--- src/rtl/prog_timer_array.sv ---
// Bank of programmable down-counter timers on a 4-bit peripheral bus.
// One shared 11-bit prescaler feeds tap ticks to every channel; each channel
// picks a prescaler tap, its own synchronised external input, or the previous
// channel's underflow as its tick source.

module prog_timer_ch #(
  parameter int W   = 8,
  parameter int NIB = W / 4
) (
  input  logic       clk,
  input  logic       reset_n,
  input  logic [7:0] tap,
  input  logic       ext_tick,
  input  logic       casc_in,
  input  logic       wr,
  input  logic       rd,
  input  logic [3:0] off,
  input  logic [3:0] wdata,
  output logic [3:0] rdata,
  output logic       irq,
  output logic       underflow
);
  // Snapshot only needs the nibbles above nibble 0.
  localparam int SW = (W > 4) ? W - 4 : 4;

  logic [W-1:0]  cnt_q, cnt_d, rld_q, rld_d;
  logic [SW-1:0] snap_q, snap_d;
  logic          en_q, en_d, os_q, os_d, mask_q, mask_d;
  logic          fac_q, fac_d, uf_q, uf_d, irq_q, irq_d;
  logic [2:0]    sel_q, sel_d;
  logic [2:0]    sync_q, sync_d;  // [0],[1] synchroniser, [2] previous value for edge detect
  logic          tick, strobe;

  // Tick source select: external edge, cascade, or prescaler tap.
  always_comb begin
    case (sel_q)
      3'd0:    tick = sync_q[1] & ~sync_q[2];
      3'd1:    tick = casc_in;
      default: tick = tap[sel_q];
    endcase
  end

  // Next state: bus writes/read side effects, then strobe or tick processing.
  always_comb begin
    cnt_d  = cnt_q;
    rld_d  = rld_q;
    snap_d = snap_q;
    en_d   = en_q;
    os_d   = os_q;
    sel_d  = sel_q;
    mask_d = mask_q;
    fac_d  = fac_q;
    uf_d   = 1'b0;
    irq_d  = fac_q & mask_q;
    sync_d = {sync_q[1:0], ext_tick};
    strobe = 1'b0;
    if (wr) begin
      for (int i = 0; i < NIB; i++)
        if (off == 4'(4 + i)) rld_d[i*4 +: 4] = wdata;
      case (off)
        4'h8: begin en_d = wdata[0]; strobe = wdata[1]; os_d = wdata[2]; end
        4'h9: sel_d  = wdata[2:0];
        4'hA: mask_d = wdata[0];
        default: ;
      endcase
    end
    if (rd && off == 4'h0) snap_d = SW'(cnt_q >> 4);
    // Clear first so a same-cycle underflow below wins.
    if (rd && off == 4'hB) fac_d = 1'b0;
    if (strobe) begin
      cnt_d = rld_q;
    end else if (tick && en_q) begin
      if (cnt_q == W'(1)) begin
        uf_d  = 1'b1;
        fac_d = 1'b1;
        if (os_q) begin
          cnt_d = '0;
          en_d  = 1'b0;
        end else begin
          cnt_d = rld_q;
        end
      end else begin
        cnt_d = cnt_q - W'(1);  // 0 wraps to all-ones
      end
    end
  end

  // Register map read mux, combinational from offset.
  always_comb begin
    rdata = 4'h0;
    case (off)
      4'h0: rdata = cnt_q[3:0];
      4'h8: rdata = {1'b0, os_q, 1'b0, en_q};
      4'h9: rdata = {1'b0, sel_q};
      4'hA: rdata = {3'b0, mask_q};
      4'hB: rdata = {3'b0, fac_q};
      default: ;
    endcase
    for (int i = 1; i < NIB; i++)
      if (off == 4'(i)) rdata = snap_q[(i-1)*4 +: 4];
    for (int i = 0; i < NIB; i++)
      if (off == 4'(4 + i)) rdata = rld_q[i*4 +: 4];
  end

  // Channel state registers.
  always_ff @(posedge clk or negedge reset_n) begin
    if (!reset_n) begin
      cnt_q  <= '0;
      rld_q  <= '0;
      snap_q <= '0;
      en_q   <= 1'b0;
      os_q   <= 1'b0;
      sel_q  <= 3'd0;
      mask_q <= 1'b0;
      fac_q  <= 1'b0;
      uf_q   <= 1'b0;
      irq_q  <= 1'b0;
      sync_q <= 3'd0;
    end else begin
      cnt_q  <= cnt_d;
      rld_q  <= rld_d;
      snap_q <= snap_d;
      en_q   <= en_d;
      os_q   <= os_d;
      sel_q  <= sel_d;
      mask_q <= mask_d;
      fac_q  <= fac_d;
      uf_q   <= uf_d;
      irq_q  <= irq_d;
      sync_q <= sync_d;
    end
  end

  assign irq       = irq_q;
  assign underflow = uf_q;
endmodule

module prog_timer_array #(
  parameter  int CHANNELS      = 2,
  parameter  int COUNTER_WIDTH = 8,
  localparam int NIBBLES       = COUNTER_WIDTH / 4,
  localparam int AW            = $clog2(CHANNELS) + 4
) (
  input  logic                clk,
  input  logic                reset_n,
  input  logic                clk_en,
  input  logic [CHANNELS-1:0] ext_tick,
  input  logic [AW-1:0]       bus_addr,
  input  logic                bus_wr,
  input  logic                bus_rd,
  input  logic [3:0]          bus_wdata,
  output logic [3:0]          bus_rdata,
  output logic [CHANNELS-1:0] irq,
  output logic [CHANNELS-1:0] underflow
);
  localparam int CW = (CHANNELS > 1) ? $clog2(CHANNELS) : 1;

  logic [10:0]               pre_q, pre_d;
  logic [7:0]                tap;
  logic [CW-1:0]             ch_sel;
  logic [CHANNELS-1:0]       casc;
  logic [CHANNELS-1:0][3:0]  ch_rdata;

  // Prescaler and tap ticks: tap s fires when the increment clears bits [10-s:0].
  always_comb begin
    pre_d = clk_en ? pre_q + 11'd1 : pre_q;
    tap   = 8'h00;
    for (int s = 2; s < 8; s++)
      tap[s] = clk_en && ((pre_d & 11'((1 << (11 - s)) - 1)) == 11'd0);
  end

  // Free-running prescaler.
  always_ff @(posedge clk or negedge reset_n) begin
    if (!reset_n) pre_q <= 11'd0;
    else          pre_q <= pre_d;
  end

  if (CHANNELS > 1) begin : g_dec
    assign ch_sel = bus_addr[AW-1:4];
  end else begin : g_dec1
    assign ch_sel = 1'b0;
  end

  for (genvar g = 0; g < CHANNELS; g++) begin : g_ch
    if (g == 0) begin : g_c0
      assign casc[g] = 1'b0;
    end else begin : g_cn
      assign casc[g] = underflow[g-1];
    end

    prog_timer_ch #(.W(COUNTER_WIDTH), .NIB(NIBBLES)) u_ch (
      .clk       (clk),
      .reset_n   (reset_n),
      .tap       (tap),
      .ext_tick  (ext_tick[g]),
      .casc_in   (casc[g]),
      .wr        (bus_wr && (ch_sel == CW'(g))),
      .rd        (bus_rd && (ch_sel == CW'(g))),
      .off       (bus_addr[3:0]),
      .wdata     (bus_wdata),
      .rdata     (ch_rdata[g]),
      .irq       (irq[g]),
      .underflow (underflow[g])
    );
  end

  // Channel read mux; channel indices with no instance read 0.
  always_comb begin
    bus_rdata = 4'h0;
    for (int i = 0; i < CHANNELS; i++)
      if (ch_sel == CW'(i)) bus_rdata = ch_rdata[i];
  end
endmodule
--- config.mk ---
export PLATFORM = sky130hd
export DESIGN_NAME = prog_timer_array
export DESIGN_NICKNAME = d
export VERILOG_FILES = /design/src/rtl/prog_timer_array.sv
export SDC_FILE = /design/constraint.sdc
export NUM_CORES = 1
export LEC_CHECK = 0
export CAP_MARGIN = 10
export CORE_AREA = 5 5 96 98
export CTS_BUF_LIST = sky130_fd_sc_hd__clkbuf_8 sky130_fd_sc_hd__clkbuf_16
export CTS_CLUSTER_DIAMETER = 200
export DETAILED_ROUTE_END_ITERATION = 7
export DIE_AREA = 0 0 101 103
export PLACE_DENSITY = 0.68
export SYNTH_ARGS = -nofsm -noshare
export SYNTH_HDL_FRONTEND = slang
export SYNTH_SLANG_ARGS = --single-unit
--- constraint.sdc ---
create_clock -name clk -period 2.95 [get_ports clk]
set_input_delay 0.59 -clock clk [delete_from_list [all_inputs] [get_ports clk]]
set_output_delay 0.59 -clock clk [all_outputs]
set_load 0.005 [all_outputs]
==> out/metrics.json <==
{
  "yosys_register_bits": 73,
  "cp.required_ns": 2.36,
  "critPathCaptureType": "primary output",
  "critPathBufInv": 4,
  "hold_path.class": "register to register",
  "layout.nets": 461,
  "dpl.cell_count": 525,
  "fill_cells": 682,
  "slew_violations": 0,
  "synth_top_cell_area_share_pct": 43.9,
  "hold-worst-slack_ns": 0.345,
  "finalClockSkew_ns": 0.0105,
  "tritoncts_clock_tree": "built",
  "clk_path_buf_depth": 2,
  "synth.yosys.warnings": 0,
  "syn_inst": 371,
  "postSynthAreaPerCell_um2": 11.2,
  "gpl.final_weighted_congestion": 0.911,
  "period_minus_slack_ns": 2.92,
  "fraction_of_final_layout_cells_with_drive_strength_greater_than_1_pct": 34.4,
  "timing_hold_violations_final": 0,
  "yosys-top-cells-area": "dfrtp_1 44%, mux2_2 11%, o2bb2ai_1 3.0%, xnor2_1 2.7%, mux2i_1 2.2%",
  "final_routed_wirelength_across_all_metal_layers_um": 10200,
  "synth_edf_count": 0,
  "unique_cell_type_count_in_the_yosys_netlist": 57,
  "tritoncts.num_buffers": 9,
  "die_height_um": 103,
  "cts_hold_repair.buffers": 0,
  "drt-pass1-iter-count": 4,
  "worst_skew_pair.late_latency_ns": 0.35,
  "grt_antenna_before_repair": 0,
  "gr-usage-all-layers_pct": 21.1,
  "ctsRootBufferMaster": "clkbuf_8",
  "initialDrtViolationCount": 125,
  "crit_path_max_fanout": 6,
  "final_util_pct": 61.5,
  "dpl_worst_slack_ns": -0.411,
  "async_flop_share_pct": 100,
  "p_leak_nw": 2.28,
  "cts.reportedPaths.clkPinSlew_ns": 0.07,
  "timing.critical_path.slowest_cell_delay_ns": 0.41,
  "slowest_stage_cell_on_the_critical_path": "clkdlybuf4s50_1",
  "grt_pass1_wl_um": 16700,
  "routed_wire_length_per_instance_um": 18.5,
  "postLayoutSetupSlackWorst_ns": 0.0279,
  "tritoncts_num_sinks": 73,
  "synth.largest_area_cell": "dfrtp_1",
  "clock_tree.htree_level_count": 3,
  "syn_to_layout_area_delta_pct": 23.9,
  "largest_net_degree_at_the_start_of_global_routing": 74,
  "port_buffers": 23,
  "critical_path_arrival_ns": 2.33,
  "detail-route-antenna-nets": 0,
  "syn_nets": 392,
  "routed_via_density": 5.74,
  "max_slew_margin_pct": 36.6,
  "crit_family": "buffers and inverters",
  "register_area_um2": 1830,
  "p_total_w": 0.00384,
  "die-width_um": 101,
  "die_area_um2": 10400,
  "insertedDiodeCount": 0,
  "num_rows": 34,
  "synth.yosys.seq_area_share_pct": 43.9,
  "area_used_by_multi_input_combinational_logic_um2": 2280,
  "dr_total_vias": 3176,
  "drc_errors": 0,
  "final-setup-viol-count": 0,
  "setup.worst_path.start_class": "primary input",
  "finish.cell_count_without_fillers": 553,
  "max_cap_violations": 0,
  "timing.setup.critical_path_class": "primary input to primary output",
  "post-dp-hpwl_um": 7410,
  "post_synth_instance_area_um2": 4160,
  "crit_path_cell_trace": "clkdlybuf4s50_1 -> buf_6 -> buf_4 -> nor2b_4 -> a22o_1 -> nand2_1 -> o221ai_2 -> a221oi_2 -> a31oi_1 -> clkbuf_2",
  "max_slew.worst_pin.slew_ns": 0.942,
  "fmax_mhz": 342,
  "cellPowerDensity_nw_per_um2": 745,
  "max-vdd-ir-drop_mv": 0.385,
  "start_util_pct": 49.6,
  "finalCritPeriodShare_pct": 99.1,
  "grt_pass1_vias": 3179,
  "floorplan.core_area_um2": 8380,
  "boundaryPins": 24,
  "status": "completed",
  "total_gr_overflow": 0,
  "synthFlopType": "dfrtp_1",
  "unrepaired_setup_endpoints_after_global_routing": "true",
  "reg2reg_setup_slack_ns": 0.32
}
==> state kept, by name (all words and copies together) (netlist names), 6 cells and up <==
register	count
g_ch.u_ch.cnt_q	16
g_ch.u_ch.rld_q	16
g_ch.u_ch.sel_q	6
g_ch.u_ch.snap_q	8
g_ch.u_ch.sync_q	6
pre_q	9
==> Yosys cell counts, types with 3 or more instances <==
| library cell | count |
|---|---|
| dfrtp_1 | 73 |
| mux2_2 | 42 |
| nand2_1 | 23 |
| nor2_1 | 18 |
| o2bb2ai_1 | 14 |
| xnor2_1 | 13 |
| a21oi_1 | 12 |
| nor3_1 | 12 |
| mux2i_1 | 9 |
| nand3_1 | 9 |
| nor2b_1 | 9 |
| clkbuf_1 | 8 |
| inv_1 | 8 |
| xor2_1 | 8 |
| a22oi_1 | 6 |
| and3_1 | 6 |
| mux2_4 | 6 |
| ha_1 | 5 |
| nand2b_1 | 5 |
| nand4_1 | 5 |
| o21ai_0 | 5 |
| a221oi_1 | 4 |
| a2bb2oi_1 | 4 |
| and2_1 | 4 |
| buf_4 | 4 |
| nor4_1 | 4 |
| a31oi_1 | 3 |
| a31oi_4 | 3 |
| buf_1 | 3 |
| buf_2 | 3 |
| buf_6 | 3 |
| nor3b_1 | 3 |
| o31ai_1 | 3 |
| or3_1 | 3 |
==> logic make-up (layout without fill, tap and decap cells) <==
kind of cell / after synthesis / after routing / synth area share (%)
compound gates: 75 / 75 / 15.8
xor+xnor: 22 / 22 / 5.09
fa+ha+maj: 5 / 5 / 1.51
buf+inv: 29 / 103 / 3.61
flops: 73 / 73 / 43.9
mux: 58 / 58 / 16.0
simple gates: 109 / 109 / 14.1
==> routing by layer <==
| metal | share of wire [%] | global-route usage, % | routed length (um) | vias up |
|---|---|---|---|---|
| li1 | - | - | - | 1524 |
| met1 | 45 | 27.3 | 4620 | 1569 |
| met2 | 50 | 34.7 | 5080 | 65 |
| met3 | 3.1 | 3.92 | 318 | 18 |
| met4 | 2.1 | 8.79 | 213 | 0 |
| met5 | 0 | 0 | 0 | - |
==> worst paths after layout <==
kind                                        start                      to  cells past startpoint
max in group asynchronous                 reset_n   g_ch[1].u_ch.rld_q[7]                      1
max                                   bus_addr[0]            bus_rdata[0]                     10
max reg2reg                              pre_q[0]   g_ch[0].u_ch.cnt_q[0]                      8
min in group asynchronous                 reset_n  g_ch[0].u_ch.sync_q[1]                      1
min reg2reg                g_ch[0].u_ch.sync_q[0]  g_ch[0].u_ch.sync_q[1]                      0
min                        g_ch[0].u_ch.sync_q[0]  g_ch[0].u_ch.sync_q[1]                      0
==> cells in the final DEF, fill, tap and decap left out, types with 6 or more instances in the layout <==
cell type | synthesis | final
mux2_2 | 42 | 42
mux2i_1 | 9 | 9
a22oi_1 | 6 | 6
o2bb2ai_1 | 14 | 14
and3_1 | 6 | 6
nor2_1 | 18 | 16
dfrtp_1 | 73 | 73
nand3_1 | 9 | 9
a21oi_1 | 12 | 11
clkbuf_8 | 0 | 11
nor2b_1 | 9 | 6
xnor2_1 | 13 | 13
xor2_1 | 8 | 8
buf_4 | 4 | 52
clkdlybuf4s50_1 | 0 | 16
inv_1 | 8 | 11
nor3_1 | 12 | 11
nand2_1 | 23 | 22
mux2_4 | 6 | 6
==> power by group <==
part	internal (W)	switching [W]	total, W	leakage (nW)
Clock	0.000514	0.000351	0.000865	0.123
Combinational	0.000710	0.000613	0.00132	1.22
Sequential	0.00126	0.000388	0.00165	0.935
==> what timing repair did <==
| action | 4_1_cts | 5_1_grt |
|---|---|---|
| setup buffers | 12 | 0 |
| endpoints found under the hold margin | 0 | 0 |
| endpoints found under the setup margin | 4 | 4 |
| gates cloned | 0 | 0 |
| pin swaps | 5 | 7 |
| gates resized for setup | 26 | 13 |
==> layout make-up <==
cell class,instances,share of cell area (%)
inverters,8,0.583
repair buffers,79,12.8
well taps,108,2.62
multi-input cells,269,44.3
flip-flops and latches,73,35.5
clock buffers,11,2.94
clock inverters,5,1.38
==> per-stage QoR <==
| stage | area (um^2) | setup TNS (ns) |
|---|---|---|
| 6_report | 5150 | 0 |
| 4_1_cts | 5120 | -0.136 |
| 3_5_place_dp | 4740 | -3.84 |
| 5_1_grt | 5150 | -0.0572 |
| 3_3_place_gp | 4740 | -3.42 |
| 2_1_floorplan | 4160 | 0 |
(Power assumes the default switching activity.)
